### src/rtl/input_buffer_ctrl.sv
`default_nettype none
// ============================================================================
//  Module      : input_buffer_ctrl
//  Description : Sequencer for the systolic array's skewed input buffer.
//                Accepts one tile of activation rows over a valid/ready
//                handshake (load_en per row), then drives out_en for
//                rows + ARRAY_WIDTH - 1 cycles so every row clears the
//                diagonal skew. A one-cycle done pulse ends the tile.
//                The array can hold off the drain with stall. A synchronous
//                abort returns the sequencer to IDLE from any state.
//  Ports       : clk, rst (async, active-high)
//                start, num_rows, abort         - tile control
//                in_valid / in_ready            - upstream row handshake
//                stall                          - array back-pressure
//                load_en, out_en                - buffer controls
//                out_first, out_last            - drain window qualifiers
//                busy, done                     - status
//  Revision    : 1.0  initial release
// ============================================================================
module input_buffer_ctrl #(
    parameter int ARRAY_WIDTH = 8,
    parameter int ROW_W       = 4
) (
    input  logic             clk,
    input  logic             rst,
    input  logic             start,
    input  logic [ROW_W-1:0] num_rows,
    input  logic             abort,
    input  logic             in_valid,
    output logic             in_ready,
    input  logic             stall,
    output logic             load_en,
    output logic             out_en,
    output logic             out_first,
    output logic             out_last,
    output logic             busy,
    output logic             done
);

    // Longest drain: largest tile plus the skew tail.
    localparam int DRAIN_MAX = (2**ROW_W - 1) + ARRAY_WIDTH - 1;
    localparam int DW        = $clog2(DRAIN_MAX + 1);

    localparam logic [DW-1:0] c_TAIL = DW'(ARRAY_WIDTH - 1);

    localparam logic [1:0] c_IDLE  = 2'd0;
    localparam logic [1:0] c_LOAD  = 2'd1;
    localparam logic [1:0] c_DRAIN = 2'd2;
    localparam logic [1:0] c_DONE  = 2'd3;

    logic [1:0]       r_state;
    logic [1:0]       w_next_state;
    logic [ROW_W-1:0] r_rows;
    logic [ROW_W-1:0] r_load_cnt;
    logic [DW-1:0]    r_drain_cnt;

    logic [DW-1:0]    w_total;
    logic [DW-1:0]    w_last_idx;
    logic [ROW_W:0]   w_load_cnt_inc;
    logic             w_load_final;

    // Drain length is the row count plus the skew tail; rows >= 1 whenever
    // DRAIN is reached, so the last index never underflows.
    assign w_total        = DW'(r_rows) + c_TAIL;
    assign w_last_idx     = w_total - DW'(1);
    // One extra bit so the compare cannot alias on a full-size tile.
    assign w_load_cnt_inc = {1'b0, r_load_cnt} + (ROW_W+1)'(1);
    assign w_load_final   = load_en && (w_load_cnt_inc == {1'b0, r_rows});

    // ------------------------------------------------------------------
    // State register
    // ------------------------------------------------------------------
    always_ff @(posedge clk or posedge rst) begin
        if (rst) begin
            r_state <= c_IDLE;
        end else begin
            r_state <= w_next_state;
        end
    end

    // ------------------------------------------------------------------
    // Next-state logic; abort overrides every state.
    // ------------------------------------------------------------------
    always_comb begin
        w_next_state = r_state;
        if (abort) begin
            w_next_state = c_IDLE;
        end else begin
            case (r_state)
                c_IDLE: begin
                    if (start) begin
                        w_next_state = (num_rows != '0) ? c_LOAD : c_DONE;
                    end
                end
                c_LOAD: begin
                    if (w_load_final) begin
                        w_next_state = c_DRAIN;
                    end
                end
                c_DRAIN: begin
                    // out_last already folds in ~stall, so a stalled final
                    // cycle keeps us here.
                    if (out_last) begin
                        w_next_state = c_DONE;
                    end
                end
                default: begin
                    w_next_state = c_IDLE;
                end
            endcase
        end
    end

    // ------------------------------------------------------------------
    // Outputs: pure functions of the current state and live inputs, so a
    // beat accepted in an abort cycle is still reported.
    // ------------------------------------------------------------------
    always_comb begin
        in_ready  = (r_state == c_LOAD);
        load_en   = (r_state == c_LOAD) && in_valid;
        out_en    = (r_state == c_DRAIN) && !stall;
        out_first = out_en && (r_drain_cnt == '0);
        out_last  = out_en && (r_drain_cnt == w_last_idx);
        busy      = (r_state != c_IDLE);
        done      = (r_state == c_DONE);
    end

    // ------------------------------------------------------------------
    // Tile size and beat counters
    // ------------------------------------------------------------------
    always_ff @(posedge clk or posedge rst) begin
        if (rst) begin
            r_rows      <= '0;
            r_load_cnt  <= '0;
            r_drain_cnt <= '0;
        end else if (abort) begin
            r_load_cnt  <= '0;
            r_drain_cnt <= '0;
        end else begin
            case (r_state)
                c_IDLE: begin
                    if (start) begin
                        r_rows      <= num_rows;
                        r_load_cnt  <= '0;
                        r_drain_cnt <= '0;
                    end
                end
                c_LOAD: begin
                    if (load_en) begin
                        r_load_cnt <= r_load_cnt + ROW_W'(1);
                    end
                end
                c_DRAIN: begin
                    if (out_en) begin
                        r_drain_cnt <= r_drain_cnt + DW'(1);
                    end
                end
                default: begin
                    r_load_cnt  <= r_load_cnt;
                    r_drain_cnt <= r_drain_cnt;
                end
            endcase
        end
    end

endmodule
`default_nettype wire

### config.mk
export PLATFORM = sky130hd
export DESIGN_NAME = input_buffer_ctrl
export DESIGN_NICKNAME = d
export VERILOG_FILES = /design/src/rtl/input_buffer_ctrl.sv
export SDC_FILE = /design/constraint.sdc
export NUM_CORES = 1
export LEC_CHECK = 0
export CAP_MARGIN = 10
export CORE_UTILIZATION = 52
export CTS_CLUSTER_SIZE = 40
export DETAILED_ROUTE_END_ITERATION = 10
export PLACE_DENSITY = 0.83
export SLEW_MARGIN = 20
export SYNTH_ARGS = -nofsm -noshare
export SYNTH_HDL_FRONTEND = slang
export SYNTH_SLANG_ARGS = --single-unit
### constraint.sdc
create_clock -name clk -period 2.43 [get_ports clk]
set_input_delay 0.486 -clock clk [delete_from_list [all_inputs] [get_ports clk]]
set_output_delay 0.486 -clock clk [all_outputs]
set_load 0.1 [all_outputs]
==> impl_metrics.env <==
export IMPL_ant_nets=0
export IMPL_ys_warn_count=0
export IMPL_core_region_area_mm2=0.00178
export IMPL_maxCapViolations=0
export IMPL_path_buf_inv=3
export IMPL_dieWidth_um=46.2
export IMPL_final_common_cell="dfrtp_1"
export IMPL_clk_latency_ns=0.28
export IMPL_worstPathArrival_ns=1.78
export IMPL_finClkSkew_ns=0.00226
export IMPL_synth_top_cell_area_share_pct=36.9
export IMPL_antenna_found_initial=0
export IMPL_cpLargestDelayFamily="simple AND/OR/NAND/NOR gates"
export IMPL_grt_pass1_wl_um=3590
export IMPL_setup_slack_ns=0.164
export IMPL_first_iter_violations=19
export IMPL_ys_top_cells_by_area="dfrtp_1, ha_1, mux2_2"
export IMPL_layout_cells_non_filler=159
export IMPL_worstPathRequired_ns=1.94
export IMPL_peakVddDrop_mv=0.873
export IMPL_p_leak_nw=0.607
export IMPL_cts_buffers=3
export IMPL_dp_hpwl_um=1730
export IMPL_crit_path_max_incr_delay_ns=0.41
export IMPL_vias=854
export IMPL_hold_path_class="flop to flop"
export IMPL_wl_um=2220
export IMPL_status="finished, final reports clean"
export IMPL_netlist_instances=109
export IMPL_preCtsSetupSlack_ns=0.102
export IMPL_drc=0
export IMPL_clock_sinks=15
export IMPL_cts_buffer_depth=2
export IMPL_synth_cell_types=27
export IMPL_antennaDiodeCount=0
export IMPL_dieHeight_um=46.2
export IMPL_gp_routability_congestion=0.803
export IMPL_setup_violations=0
export IMPL_synth_area_mm2=0.00102
export IMPL_fin_setup_tns_ns=0
export IMPL_grt_max_degree=16
export IMPL_fin_crit_sh_pct=93.3
export IMPL_endpoint_kind="output port"
export IMPL_io_buffers=16
export IMPL_cpMaxStageDelayCell="dfrtp_1"
export IMPL_drive_gt1_share_pct=23.9
export IMPL_min_period_ns=2.27
export IMPL_start_util_pct=57.0
export IMPL_fmax_mhz=441
export IMPL_fp_row_count=15
export IMPL_avgSynthCellArea_um2=9.32
export IMPL_maxSlewHeadroom_pct=60.0
export IMPL_hold_viol_final=0
export IMPL_grt_pass1_vias=797
export IMPL_synth_nets=127
export IMPL_clkTransAtPathRegs_ns=0.10
export IMPL_crit_top_cell="inv_1"
export IMPL_wl_per_cell_um=14.0
export IMPL_crit_fanout=5
export IMPL_start_kind="flop"
export IMPL_yosys_area_top_type="dfrtp_1"
export IMPL_path_class="flop to output port"
export IMPL_ioPinCount=17
export IMPL_ys_ff_latch=15
export IMPL_track_usage_pct=24.4
export IMPL_cts_root_buffer="clkbuf_4"
export IMPL_seq_area_frac_synth_pct=36.9
export IMPL_rsz0062_at_grt="no"
export IMPL_htree_levels=1
export IMPL_power_density_mw_per_mm2=1070
export IMPL_hold_buffers=0
export IMPL_tritoncts="built"
export IMPL_layout_common_cells="dfrtp_1, inv_1, o21ai_0, nand2_1, clkdlybuf4s50_1"
export IMPL_firstDrtPassIters=4
export IMPL_worst_pin_slew_ns=0.600
export IMPL_gr_total_overflow=0
export IMPL_slew_violations=0
export IMPL_nNetsFinal=153
export IMPL_die_area_mm2=0.00213
export IMPL_cp_cell_sequence="inv_1 > ha_2 > nand2b_1 > nor4_2 > nand3_1 > inv_1 > buf_12"
export IMPL_syn_to_final_growth_pct=32.4
export IMPL_dp_cells=151
export IMPL_via_per_inst=5.37
## power breakdown
part	internal [W]	switching [W]	total, W
sequential	0.000310	0.0000670	0.000377
clock	0.0000610	0.0000871	0.000148
combinational	0.000389	0.000530	0.000919
total	0.000760	0.000684	0.00144
## stage by stage
| step | area [um2] | total power (W) | utilization [%] | hold slack (ns) |
|---|---|---|---|---|
| detailed placement | 1280 | 0.00125 | 72.0 | 0.528 |
| floorplan | 1040 | 0.00103 | - | 0.387 |
| global route | 1350 | 0.00153 | 75.4 | 0.571 |
| CTS | 1320 | 0.00142 | 74.0 | 0.540 |
| global placement | 1280 | 0.00123 | 72.0 | 0.496 |
| finish | 1350 | 0.00144 | 75.4 | 0.540 |
## repair_timing
item,4_1_cts,5_1_grt
endpoints found under the setup margin,1,1
hold endpoints to repair,0,0
pin swaps,0,2
setup buffers,1,3
gates resized for setup,1,1
## cell families after synthesis
group                      count (synthesis)  synth area share, %
xor gates and xnor gates                  12                 10.3
and+or+nand+nor                           32                 16.1
adders and majority gates                  8                 9.85
buffers and inverters                     13                 4.80
AOI/OAI and AO/OA                         21                 13.1
muxes                                      8                 8.87
DFF                                       15                 36.9
## synth_stat cells
cell type / number
dfrtp_1: 15
inv_1: 12
o21ai_0: 10
nand2_1: 9
ha_1: 8
xnor2_1: 8
mux2_2: 7
nand2b_1: 5
nor2_1: 5
a21oi_1: 4
xor2_1: 4
nand3_1: 3
nor3_1: 3
a31oi_1: 2
nor4_1: 2
a221oi_2: 1
a311oi_1: 1
a41oi_1: 1
and2_1: 1
clkbuf_1: 1
mux2_1: 1
nand4_1: 1
nor2b_1: 1
nor4_2: 1
o31ai_1: 1
o32a_1: 1
or2_2: 1
## final timing paths
path,start,end,slack [ns],cells past startpoint
min in group asynchronous,rst,r_drain_cnt[1],0.56,2
worst max register to register,r_state[0],r_state[1],0.31,8
worst min register to register,r_drain_cnt[4],r_drain_cnt[4],0.54,1
worst max-delay path,r_state[0],out_last,0.16,7
max in group asynchronous,rst,r_rows[1],1.45,2
worst min-delay path,r_drain_cnt[4],r_drain_cnt[4],0.54,1
## worst reg2reg max path, cell delays in order, from the launching register on
cell	delay, ns
dfrtp_1	0.41
inv_1	0.09
ha_2	0.22
nand2b_1	0.10
nor4_2	0.27
nand3_1	0.12
buf_4	0.15
a221oi_2	0.30
mux2_1	0.35
## flip-flops by register name, indices dropped and copies added, names as in the netlist
register	count
r_state	2
r_drain_cnt	5
r_rows	4
r_load_cnt	4
## cell type report
type                            count  area, um2
Clock buffer                        3       22.5
Clock inverter                      1       5.00
Fill cell                         133        438
Inverter                           12       45.0
Multi-Input combinational cell     81        614
Sequential cell                    15        377
Tap cell                           25       31.3
Timing Repair Buffer               22        250
## routing by layer
metal / track usage (%) / wire length [um] / up-vias / share of wire, %
li1: - / - / 432 / -
met1: 32.8 / 1090 / 401 / 49
met2: 39.2 / 1020 / 19 / 46
met3: 4.71 / 99 / 2 / 4.5
met4: 7.65 / 14 / 0 / 0.63
met5: 0 / 0 / - / 0
Power figures use the tool's default switching activity.
